--- src/rtl/pipe_regchain.sv ---
// Multi-stage register chain with per-stage stall/flush, holding the youngest payload in stage 0.
// Latency is STAGES edges from presentation to out_data, and a held stage back-propagates hold toward stage 0.
module pipe_regchain #(
   parameter int STAGES = 4,
   parameter int WIDTH  = 64,
   parameter int CNTW   = 16
) (
   input  logic                        clk,
   input  logic                        rst,
   input  logic                        in_valid,
   input  logic [WIDTH-1:0]            in_data,
   output logic                        in_ready,
   input  logic [STAGES-1:0]           stall,
   input  logic [STAGES-1:0]           flush,
   output logic                        out_valid,
   output logic [WIDTH-1:0]            out_data,
   input  logic                        out_ready,
   output logic [$clog2(STAGES+1)-1:0] occupancy,
   output logic [CNTW-1:0]             stall_cnt,
   output logic [CNTW-1:0]             flush_cnt
);

   localparam int OCCW = $clog2(STAGES+1);

   logic [STAGES-1:0]            valid_q, valid_d;
   logic [STAGES-1:0][WIDTH-1:0] data_q, data_d;
   logic [CNTW-1:0]              stall_cnt_q, stall_cnt_d;
   logic [CNTW-1:0]              flush_cnt_q, flush_cnt_d;
   logic [STAGES-1:0]            hold;
   logic [STAGES-1:0]            kill;
   logic                         any_flush;

   assign out_valid = valid_q[STAGES-1] & ~rst;
   assign out_data  = data_q[STAGES-1];
   assign any_flush = |flush;
   assign in_ready  = ~hold[0] & ~any_flush & ~rst;
   assign stall_cnt = stall_cnt_q;
   assign flush_cnt = flush_cnt_q;

   // hold ripples down from the output stage; kill covers every stage at or below the highest flush bit
   always_comb begin : hold_kill
      logic h;
      logic f;
      h    = out_valid & ~out_ready;
      f    = 1'b0;
      hold = '0;
      kill = '0;
      for (int k = STAGES-1; k >= 0; k--) begin
         h       = h | stall[k];
         f       = f | flush[k];
         hold[k] = h;
         kill[k] = f;
      end
   end

   always_comb begin
      valid_d = valid_q;
      data_d  = data_q;
      if (kill[0]) begin
         valid_d[0] = 1'b0;
      end else if (!hold[0]) begin
         valid_d[0] = in_valid;
         data_d[0]  = in_data;
      end
      for (int k = 1; k < STAGES; k++) begin
         if (kill[k]) begin
            valid_d[k] = 1'b0;
         end else if (!hold[k]) begin
            // a held or killed source cannot advance, so its successor takes a bubble
            if (hold[k-1] || kill[k-1]) begin
               valid_d[k] = 1'b0;
            end else begin
               valid_d[k] = valid_q[k-1];
               data_d[k]  = data_q[k-1];
            end
         end
      end
   end

   always_comb begin
      stall_cnt_d = stall_cnt_q;
      flush_cnt_d = flush_cnt_q;
      if (in_valid && !in_ready && stall_cnt_q != '1) begin
         stall_cnt_d = stall_cnt_q + CNTW'(1);
      end
      if (any_flush && flush_cnt_q != '1) begin
         flush_cnt_d = flush_cnt_q + CNTW'(1);
      end
   end

   always_comb begin
      occupancy = '0;
      if (!rst) begin
         for (int k = 0; k < STAGES; k++) begin
            occupancy = occupancy + OCCW'(valid_q[k]);
         end
      end
   end

   always_ff @(posedge clk) begin
      if (rst) begin
         valid_q     <= '0;
         data_q      <= '0;
         stall_cnt_q <= '0;
         flush_cnt_q <= '0;
      end else begin
         valid_q     <= valid_d;
         data_q      <= data_d;
         stall_cnt_q <= stall_cnt_d;
         flush_cnt_q <= flush_cnt_d;
      end
   end

endmodule

--- config.mk ---
export PLATFORM = sky130hd
export DESIGN_NAME = pipe_regchain
export DESIGN_NICKNAME = d
export VERILOG_FILES = /design/src/rtl/pipe_regchain.sv
export SDC_FILE = /design/constraint.sdc
export NUM_CORES = 1
export LEC_CHECK = 0
export BUFFER_PORTS_ARGS = -buffer_cell sky130_fd_sc_hd__buf_2
export CAP_MARGIN = 20
export CELL_PAD_IN_SITES_DETAIL_PLACEMENT = 0
export CELL_PAD_IN_SITES_GLOBAL_PLACEMENT = 1
export CORE_MARGIN = 5
export CORE_UTILIZATION = 45
export CTS_CLUSTER_DIAMETER = 100
export CTS_CLUSTER_SIZE = 40
export DETAILED_ROUTE_END_ITERATION = 6
export GPL_TIMING_DRIVEN = 1
export PLACE_DENSITY_LB_ADDON = 0.1
export SYNTH_ARGS = -nofsm -noshare
export SYNTH_HDL_FRONTEND = slang
export SYNTH_SLANG_ARGS = --single-unit
--- constraint.sdc ---
create_clock -name clk -period 3.7 [get_ports clk]
set_input_delay 0.555 -clock clk [delete_from_list [all_inputs] [get_ports clk]]
set_output_delay 0.555 -clock clk [all_outputs]
set_load 0.01 [all_outputs]
# --- After elaboration in Yosys (flattened, before gate mapping) ---
# Index checks and enable logic that the tools add are counted.
word_totals:
  ff_bits: 292
  in_bits: 76
  out_inout_bits: 101
classes:
  n_addsub: 5
  eq_ne: 2
  n_mux: 4
  bitwise: 25
  reduce_logical: 16
ops:
  columns: ["operator", "count"]
  rows:
  - ["$add 16x1->16 const B", 2]
  - ["$ne 16x16->1 const B", 2]
  - ["$not 1->1", 14]
  - ["$reduce_and 3->1", 3]
  - ["$reduce_or 2->1", 4]
  - ["$or 1x1->1", 7]
  - ["$and 1x1->1", 4]
  - ["$reduce_or 4->1", 1]
  - ["$add 2x1->3", 1]
  - ["$add 3x1->3", 1]
  - ["$logic_and 1x1->1", 3]
  - ["$logic_or 1x1->1", 3]
  - ["$mux 1", 3]
  - ["$mux 3", 1]
  - ["$add 1x1->2", 1]
  - ["$reduce_and 2->1", 1]
  - ["$logic_not 1->1", 1]

# --- Depth between registers and ports, before layout ---
# Gate-level depths: netlist of run 1.
depth:
  word_depth: 13
  ltp_mapped: 7

# --- Worst setup path after synthesis of run 1 ---
# OpenSTA, ideal clock, no wires.
synth_path:
  path_kind: "input port to flip-flop"
  startpoint: "input port flush[1]"
  endpoint: "register stall_cnt_q[7] (netlist: stall_cnt[7])"
  setup_ps: 123
  arrival_time_ps: 2076
  setup_slack_ps: 1501
  cell_stages: 6
  path_buffers: 2
  path_cell_list: "or4_1 buf_2 o41ai_4 buf_6 nor4b_1 mux2_1"
synth_via:
  elab_chain_cells: 7
synth_lines:
  columns: ["item", "line_no", "text"]
  rows:
  - ["start, declared", "14", "input logic [STAGES-1:0] flush,"]
  - ["$reduce_or 4->1", "35", "assign any_flush = |flush;"]
  - ["$not 1->1", "36", "assign in_ready = ~hold[0] & ~any_flush & ~rst;"]
  - ["$and 1x1->1 (2 in series)", "36", null]
  - ["$logic_not 1->1", "83", "if (in_valid && !in_ready && stall_cnt_q != '1) begin"]
  - ["$logic_and 1x1->1 (2 in series)", "83", null]
  - ["end signal, assigned", "109", "stall_cnt_q <= stall_cnt_d;"]
  - ["end, declared", "27", "logic [CNTW-1:0] stall_cnt_q, stall_cnt_d;"]
# No other way between the ends.
# A chain may end at the register's enable or synchronous reset.

# --- Final worst setup path of run 1 ---
layout_path:
  startpoint: "register valid_q[3]"
  endpoint: "output port occupancy[1]"
layout_via:
  elab_chain_cells: 2
layout_lines:
  columns: ["item", "line_no", "text"]
  rows:
  - ["start, declared", "25", "logic [STAGES-1:0] valid_q, valid_d;"]
  - ["start signal, assigned", "107", "valid_q <= valid_d;"]
  - ["$add 3x1->3", "95", "occupancy = occupancy + OCCW'(valid_q[k]);"]
  - ["$mux 3", "93", "if (!rst) begin"]
  - ["end, declared", "18", "output logic [$clog2(STAGES+1)-1:0] occupancy,"]
# No other way between the ends.

==> results of run 1 <==
## critical path: cells and delay by family, from the launching register on
| family | cells | cell delay [ns] |
|---|---|---|
| fa+ha+maj | 3 | 0.97 |
| buf+inv | 1 | 0.15 |
| simple gates | 1 | 0.14 |
| flops | 1 | 0.44 |
## logic make-up after synthesis
family | synth area share, %
buf+inv | 8.16
fa+ha+maj | 0.623
simple gates | 23.6
mux | 0.690
compound gates | 14.9
flops | 52.0
## sequential cells by signal, indices dropped and copies added, names as in the netlist
name and count:
data_q 192, flush_cnt 16, out_data 64, stall_cnt 16, valid_q 4
## placed cells by master (no fill, tap or decap), types with 2 or more instances in the layout
| cell | Yosys | final |
|---|---|---|
| nand2_1 | 526 | 526 |
| dfxtp_1 | 292 | 292 |
| a21oi_1 | 278 | 278 |
| buf_2 | 25 | 175 |
| or4_1 | 16 | 14 |
| o31ai_1 | 14 | 14 |
| clkbuf_16 | 0 | 13 |
| nor2b_1 | 12 | 12 |
| or3_1 | 12 | 12 |
| nand3_1 | 13 | 12 |
| buf_4 | 64 | 12 |
| nand4_1 | 11 | 11 |
| nor4_1 | 14 | 10 |
| nor2_1 | 10 | 10 |
| o21ai_0 | 7 | 7 |
| mux2_1 | 6 | 6 |
| inv_1 | 5 | 5 |
| a211oi_1 | 5 | 5 |
| nor3_1 | 5 | 4 |
| nor4_2 | 0 | 4 |
| and4_1 | 4 | 4 |
| ha_1 | 4 | 4 |
| o41ai_1 | 3 | 3 |
| buf_12 | 0 | 3 |
| or3b_2 | 2 | 2 |
| or2_2 | 2 | 2 |
| or4_2 | 0 | 2 |
| and3_1 | 2 | 2 |
| clkinv_16 | 0 | 2 |
## routing by layer
metal  vias to the layer above  wire length [um]
met4                         0               427
met1                      4045             12700
li1                       4711                 -
met5                         -                 0
met3                        24              1220
met2                       131             11800
## area by class of cell
class	count	area (um2)	area share, %
Sequential cell	292	5850	47.6
Multi-Input combinational cell	961	4530	36.8
Timing Repair Buffer	193	1070	8.73
Tap cell	324	405	3.30
Clock buffer	15	343	2.79
Clock inverter	3	76.3	0.621
Inverter	5	18.8	0.153
Antenna cell	1	2.50	0.0204
## metrics by stage
| step | utilization, % | cells |
|---|---|---|
| finish | 50.2 | 1794 |
| global route | 50.2 | 1794 |
| CTS | 50.1 | 1791 |
| detailed placement | 48.4 | 1773 |
| global placement | 48.4 | 1773 |
| floorplan | - | 1421 |
## worst min-delay path by stage
stage                                  start                  endpoint  slack, ns
floorplan            data_q[36]$_SDFFE_PP0N_  data_q[100]$_SDFFE_PP0P_       0.43
global placement      data_q[3]$_SDFFE_PP0N_   data_q[67]$_SDFFE_PP0P_       0.44
detailed placement  data_q[106]$_SDFFE_PP0P_  data_q[170]$_SDFFE_PP0P_       0.44
CTS                              in_data[39]   data_q[39]$_SDFFE_PP0N_       0.24
global route                     in_data[47]   data_q[47]$_SDFFE_PP0N_       0.24
finish                           in_data[57]   data_q[57]$_SDFFE_PP0N_       0.26
## power by group
part / switching [mW] / total [mW] / internal (mW)
Combinational: 0.116 / 0.170 / 0.0537
Clock: 1.06 / 1.77 / 0.710
Sequential: 0.00826 / 3.16 / 3.15
==> results.json, run 1 <==
{
  "status": "complete, no violations",
  "yosys.area.top_type": "dfxtp_1",
  "skew_ns": 0.0415,
  "setup_viol": 0,
  "die_w_um": 168,
  "slew-limit-headroom_pct": 37.9,
  "synth_warnings": 0,
  "cts_buffer_depth": 3,
  "critPathCapture": "occupancy[1]",
  "async_reset_ff_share_pct": 0,
  "fin_crit_sh_pct": 74.2,
  "maxCapViolations": 0,
  "cpPeakStageDelay_ns": 0.46,
  "synthesis.nets": 1502,
  "ys.flop_type": "dfxtp_1",
  "io_buffers": 176,
  "fmax_mhz": 364,
  "yosys_register_bits": 292,
  "finalCriticalPeriod_ns": 2.74,
  "post_synth_main_area_contributors": "dfxtp_1, nand2_1, a21oi_1, buf_4, clkbuf_1",
  "synth_area_um2": 11200,
  "timing.rr.start": "stall_cnt[0]$_SDFFE_PP0P_",
  "cts_root_buf": "clkbuf_16",
  "finalPower_mw": 5.10,
  "pre_cts_slack_ns": 0.939,
  "worstSetupStartpoint": "valid_q[3]$_SDFFE_PP0N_",
  "crit_path_start_kind": "flop",
  "postSynthAreaPerCell_um2": 7.91,
  "dpl.hpwl_mm": 16.5,
  "rr_worst_depth": 6,
  "rows": 57,
  "grt_busiest_layer": "met2",
  "timing.rr.end": "stall_cnt[13]$_SDFFE_PP0P_",
  "start_util_pct": 46.0,
  "numCtsBuffers": 12,
  "core-area_um2": 24500,
  "drc": 0,
  "grt_usage_pct": 17.8,
  "gp_congestion": 0.781,
  "postRouteWirelength_mm": 26.2,
  "crit_chain": "fa_1 > ha_1 > ha_1 > nor2b_1 > buf_2",
  "r2r_slack_ns": 1.29,
  "hold_path_class": "input pin to flop",
  "synthCells": 1421,
  "crit_top_cell": "ha_1",
  "critPathKind": "flop to output port",
  "final_area_um2": 12300,
  "dieArea_um2": 28200,
  "via_per_inst": 4.97,
  "synth_cell_types": 42,
  "arrival_ns": 2.19,
  "path_max_fanout": 5,
  "cts_tree": "yes",
  "holdBufCountCts": 0,
  "num_vias": 8911,
  "gr-total-overflow": 0,
  "drv_slew": 0,
  "yosysMostFrequentCell": "nand2_1",
  "grt_max_degree": 111,
  "grt_util_met2_pct": 28.5,
  "grt_pass1_vias": 8299,
  "ys_top_cells_by_count": "nand2_1, dfxtp_1, a21oi_1, clkbuf_1, buf_4",
  "yosysSeqAreaShare_pct": 52.0,
  "cts-resized-gates": 0,
  "p_per_area_nw_per_um2": 415,
  "synth-edff-count": 0,
  "min_path_cells": 3,
  "post_drt_wl_per_cell_um": 14.6,
  "rsz0062_at_grt": "false",
  "htree_levels": 1,
  "setup_ws_ns": 0.956,
  "fin_hold_ws_ns": 0.258,
  "clk_pin_slew_ns": 0.15,
  "cts.sinks": 292,
  "cp_data_required_time_ns": 3.14,
  "ios": 177,
  "hold_violations": 0,
  "placed_cell_area_um2": 11800,
  "layout-drive-gt1-share_pct": 15.4,
  "drt_iter0_markers": 578,
  "die-height_um": 168,
  "ir_drop_mv": 0.328,
  "post_cts_buffers": 0,
  "use_met1_pct": 25.3,
  "synth.top_cell.area_share_pct": 52.0,
  "power_leakage_nw": 4.29,
  "cpMaxStageDelayCell": "fa_1",
  "clock_latency_ns": 0.51,
  "area_growth_pct": 9.31,
  "fillers": 2536,
  "worst_slew_pin_slew_ns": 0.925,
  "drt-pass1-iter-count": 4,
  "ant_nets": 0,
  "cp-end-kind": "output port",
  "fin_nets": 1546,
  "antenna_found_initial": 1,
  "met3_usage_pct": 3.26,
  "grt_pass1_wl_mm": 43.0,
  "fin_tns_setup_ns": 0
}
Power figures use the tool's default switching activity.
==> run 2, diff against run 1 <==
--- a/config.mk
+++ b/config.mk
@@ -5,12 +5,13 @@
 export SDC_FILE = /design/constraint.sdc
 export NUM_CORES = 1
 export LEC_CHECK = 0
+export ABC_AREA = 1
 export BUFFER_PORTS_ARGS = -buffer_cell sky130_fd_sc_hd__buf_2
 export CAP_MARGIN = 20
 export CELL_PAD_IN_SITES_DETAIL_PLACEMENT = 0
 export CELL_PAD_IN_SITES_GLOBAL_PLACEMENT = 1
 export CORE_MARGIN = 5
-export CORE_UTILIZATION = 45
+export CORE_UTILIZATION = 41
 export CTS_CLUSTER_DIAMETER = 100
 export CTS_CLUSTER_SIZE = 40
 export DETAILED_ROUTE_END_ITERATION = 6
==> constraint.sdc (replaced) <==
create_clock -name clk -period 2.56 [get_ports clk]
set_input_delay 0.384 -clock clk [delete_from_list [all_inputs] [get_ports clk]]
set_output_delay 0.384 -clock clk [all_outputs]
set_load 0.01 [all_outputs]
==> run 2 against run 1 <==
Final cell count up 8.2%. Sequential power grew 47%. Highest routed layer unchanged. Worst hold slack lost 0.17 ns. Utilization is 4.9 points lower. Combinational power is 110% higher. Critical endpoint unchanged. Clock skew down 0.015 ns. Total power is 49% higher. Area after synthesis rose by 1.1%. Synthesized cell count increased by 6.0%. Via count up 4.8%.
==> results.json, run 2 <==
{
  "status": "complete, no violations",
  "fin_tns_setup_ns": 0,
  "ios": 177,
  "fin_crit_sh_pct": 94.5,
  "core-area_um2": 27600,
  "top_register": "data_q",
  "yosysMostFrequentCell": "nor2_1",
  "ant_nets": 0,
  "cts_tree": "yes",
  "drv_slew": 0,
  "ir_drop_mv": 0.414,
  "worst_slew_pin_slew_ns": 1.28,
  "power_leakage_nw": 6.10,
  "synth_warnings": 0,
  "multi_input_area_um2": 4480,
  "slew-limit-headroom_pct": 14.8,
  "fmax_mhz": 413,
  "synth_cell_types": 30,
  "cp-end-kind": "output port",
  "min_to": "valid_q[3]$_SDFFE_PP0N_",
  "skew_ns": 0.0267,
  "dieArea_um2": 31100,
  "largest_reg_flops": 192,
  "post_drt_wl_per_cell_um": 14.3,
  "cts_root_buf": "clkbuf_16",
  "timing.rr.start": "valid_q[3]$_SDFFE_PP0N_",
  "fin_nets": 1638,
  "antenna_found_initial": 0,
  "rsz0062_at_grt": "false",
  "hold_violations": 0,
  "grt_pass1_wl_mm": 45.5,
  "start_util_pct": 41.2,
  "grt_usage_pct": 17.3,
  "dpl.hpwl_mm": 16.8,
  "grt_max_degree": 270,
  "seqCellArea_um2": 5850,
  "path_buf_inv": 2,
  "p_per_area_nw_per_um2": 608,
  "numCtsBuffers": 12,
  "crit_path_start_kind": "flop",
  "synthCells": 1506,
  "path_max_fanout": 2,
  "maxCapViolations": 0,
  "diodes": 0,
  "finalCriticalPeriod_ns": 2.42,
  "synth.top_cell.area_share_pct": 51.4,
  "async_reset_ff_share_pct": 0,
  "timing.rr.end": "valid_q[1]$_SDFFE_PP0N_",
  "yosys.area.top_type": "dfxtp_1",
  "via_per_inst": 4.81,
  "die_w_um": 176,
  "r2r_slack_ns": 0.50,
  "cts.sinks": 292,
  "final_cell_mix": "nor2_1, dfxtp_1, o21ai_0, buf_2, nand2_1",
  "min_path_cells": 2,
  "hp-start": "flush[3]",
  "stdcell_count": 1941,
  "postSynthAreaPerCell_um2": 7.55,
  "crit_chain": "fa_1 > ha_2 > ha_4 > inv_2 > nor2_2 > buf_2",
  "grt_pass1_vias": 8829,
  "setup_viol": 0,
  "ys_top_cells_by_count": "nor2_1, dfxtp_1, o21ai_0, nand2_1, buf_4",
  "synth-edff-count": 0,
  "die-height_um": 176,
  "synth_area_um2": 11400,
  "io_buffers": 176,
  "rr_worst_depth": 9,
  "layout-drive-gt1-share_pct": 15.0,
  "num_vias": 9342,
  "ys.flop_type": "dfxtp_1",
  "cts_buffer_depth": 3,
  "synthesis.nets": 1587,
  "postRouteWirelength_mm": 27.7,
  "area_growth_pct": 10.1,
  "hold_path_class": "input pin to flop",
  "gr-total-overflow": 0,
  "dp_cells": 1920,
  "holdBufCountCts": 0,
  "rows": 61,
  "fillers": 2912,
  "yosysSeqAreaShare_pct": 51.4,
  "drt_iter0_markers": 698,
  "drc": 0,
  "cp_data_required_time_ns": 2.18,
  "gp_congestion": 0.804,
  "cp_top_family": "adder cells",
  "drt-pass1-iter-count": 5,
  "cpPeakStageDelay_ns": 0.54,
  "clk_pin_slew_ns": 0.14,
  "cpMaxStageDelayCell": "fa_1",
  "post_synth_main_area_contributors": "dfxtp_1, nor2_1, o21ai_0, buf_4, nand2_1",
  "layout_commonest_cell": "nor2_1",
  "yosys_register_bits": 292,
  "critPathKind": "flop to output port",
  "arrival_ns": 2.04,
  "htree_levels": 1,
  "clock_latency_ns": 0.50
}
## run 2: what timing repair did
action,in CTS,in global routing
setup endpoints to repair,0,1
buffers inserted,0,1
gates resized for setup,0,9
## run 2: worst max-delay path by stage
stage,slack (ns),to,cells after the start,startpoint
after floorplan,0.73,occupancy[1],5,valid_q[3]$_SDFFE_PP0N_
after global placement,0.36,stall_cnt[0]$_SDFFE_PP0P_,9,flush[3]
after detailed placement,0.33,stall_cnt[0]$_SDFFE_PP0P_,9,flush[3]
after CTS,0.03,occupancy[1],6,valid_q[3]$_SDFFE_PP0N_
after global routing,0.02,occupancy[1],6,valid_q[3]$_SDFFE_PP0N_
final,0.14,occupancy[1],6,valid_q[3]$_SDFFE_PP0N_
## run 2: worst register-to-register path: cells and delay by family, from the launching register on
kind	cells	cell delay, ns
buf+inv	3	0.74
simple gates	5	0.68
flops	1	0.38
compound gates	1	0.20
## run 2: logic make-up (layout without fill, tap and decap cells)
kind of cell,after synthesis,count (layout),share of synthesized area [%]
AND/OR/NAND/NOR,698,698,24.6
AO/OA/AOI/OAI,296,296,13.1
flip-flops,292,292,51.4
buffers and inverters,203,260,9.37
XOR/XNOR,12,12,0.925
adder cells (fa/ha/maj),5,5,0.617
## run 2: metal layers
metal	up-vias	track usage, %	part of all wire, %
met1	4307	25.4	50
met3	23	2.23	4.0
met4	0	3.35	1.6
met2	175	27.7	45
li1	4837	-	-
met5	-	0	0
## run 2: power by group
group | leakage [nW] | switching [mW] | internal [mW]
Combinational | 3.53 | 0.228 | 0.125
Clock | 0.211 | 1.52 | 1.09
Sequential | 2.36 | 0.0354 | 4.60
## run 2: layout make-up
cell class / instances / area share [%]
Sequential cell: 292 / 46.8
Clock inverter: 7 / 0.850
Inverter: 46 / 1.44
Timing Repair Buffer: 194 / 8.72
Clock buffer: 13 / 2.60
Tap cell: 378 / 3.78
Multi-Input combinational cell: 1011 / 35.8
## run 2: through the flow
stage	hold WS [ns]	total power [mW]	utilization, %	worst slack (ns)	area [um2]
CTS	0.0669	7.74	45.3	0.0266	12500
global route	0.0544	7.93	45.4	0.0234	12500
global placement	0.458	5.10	43.7	0.359	12000
finish	0.0901	7.61	45.4	0.141	12500
detailed placement	0.463	5.10	43.7	0.329	12000
floorplan	0.450	4.97	-	0.733	11400
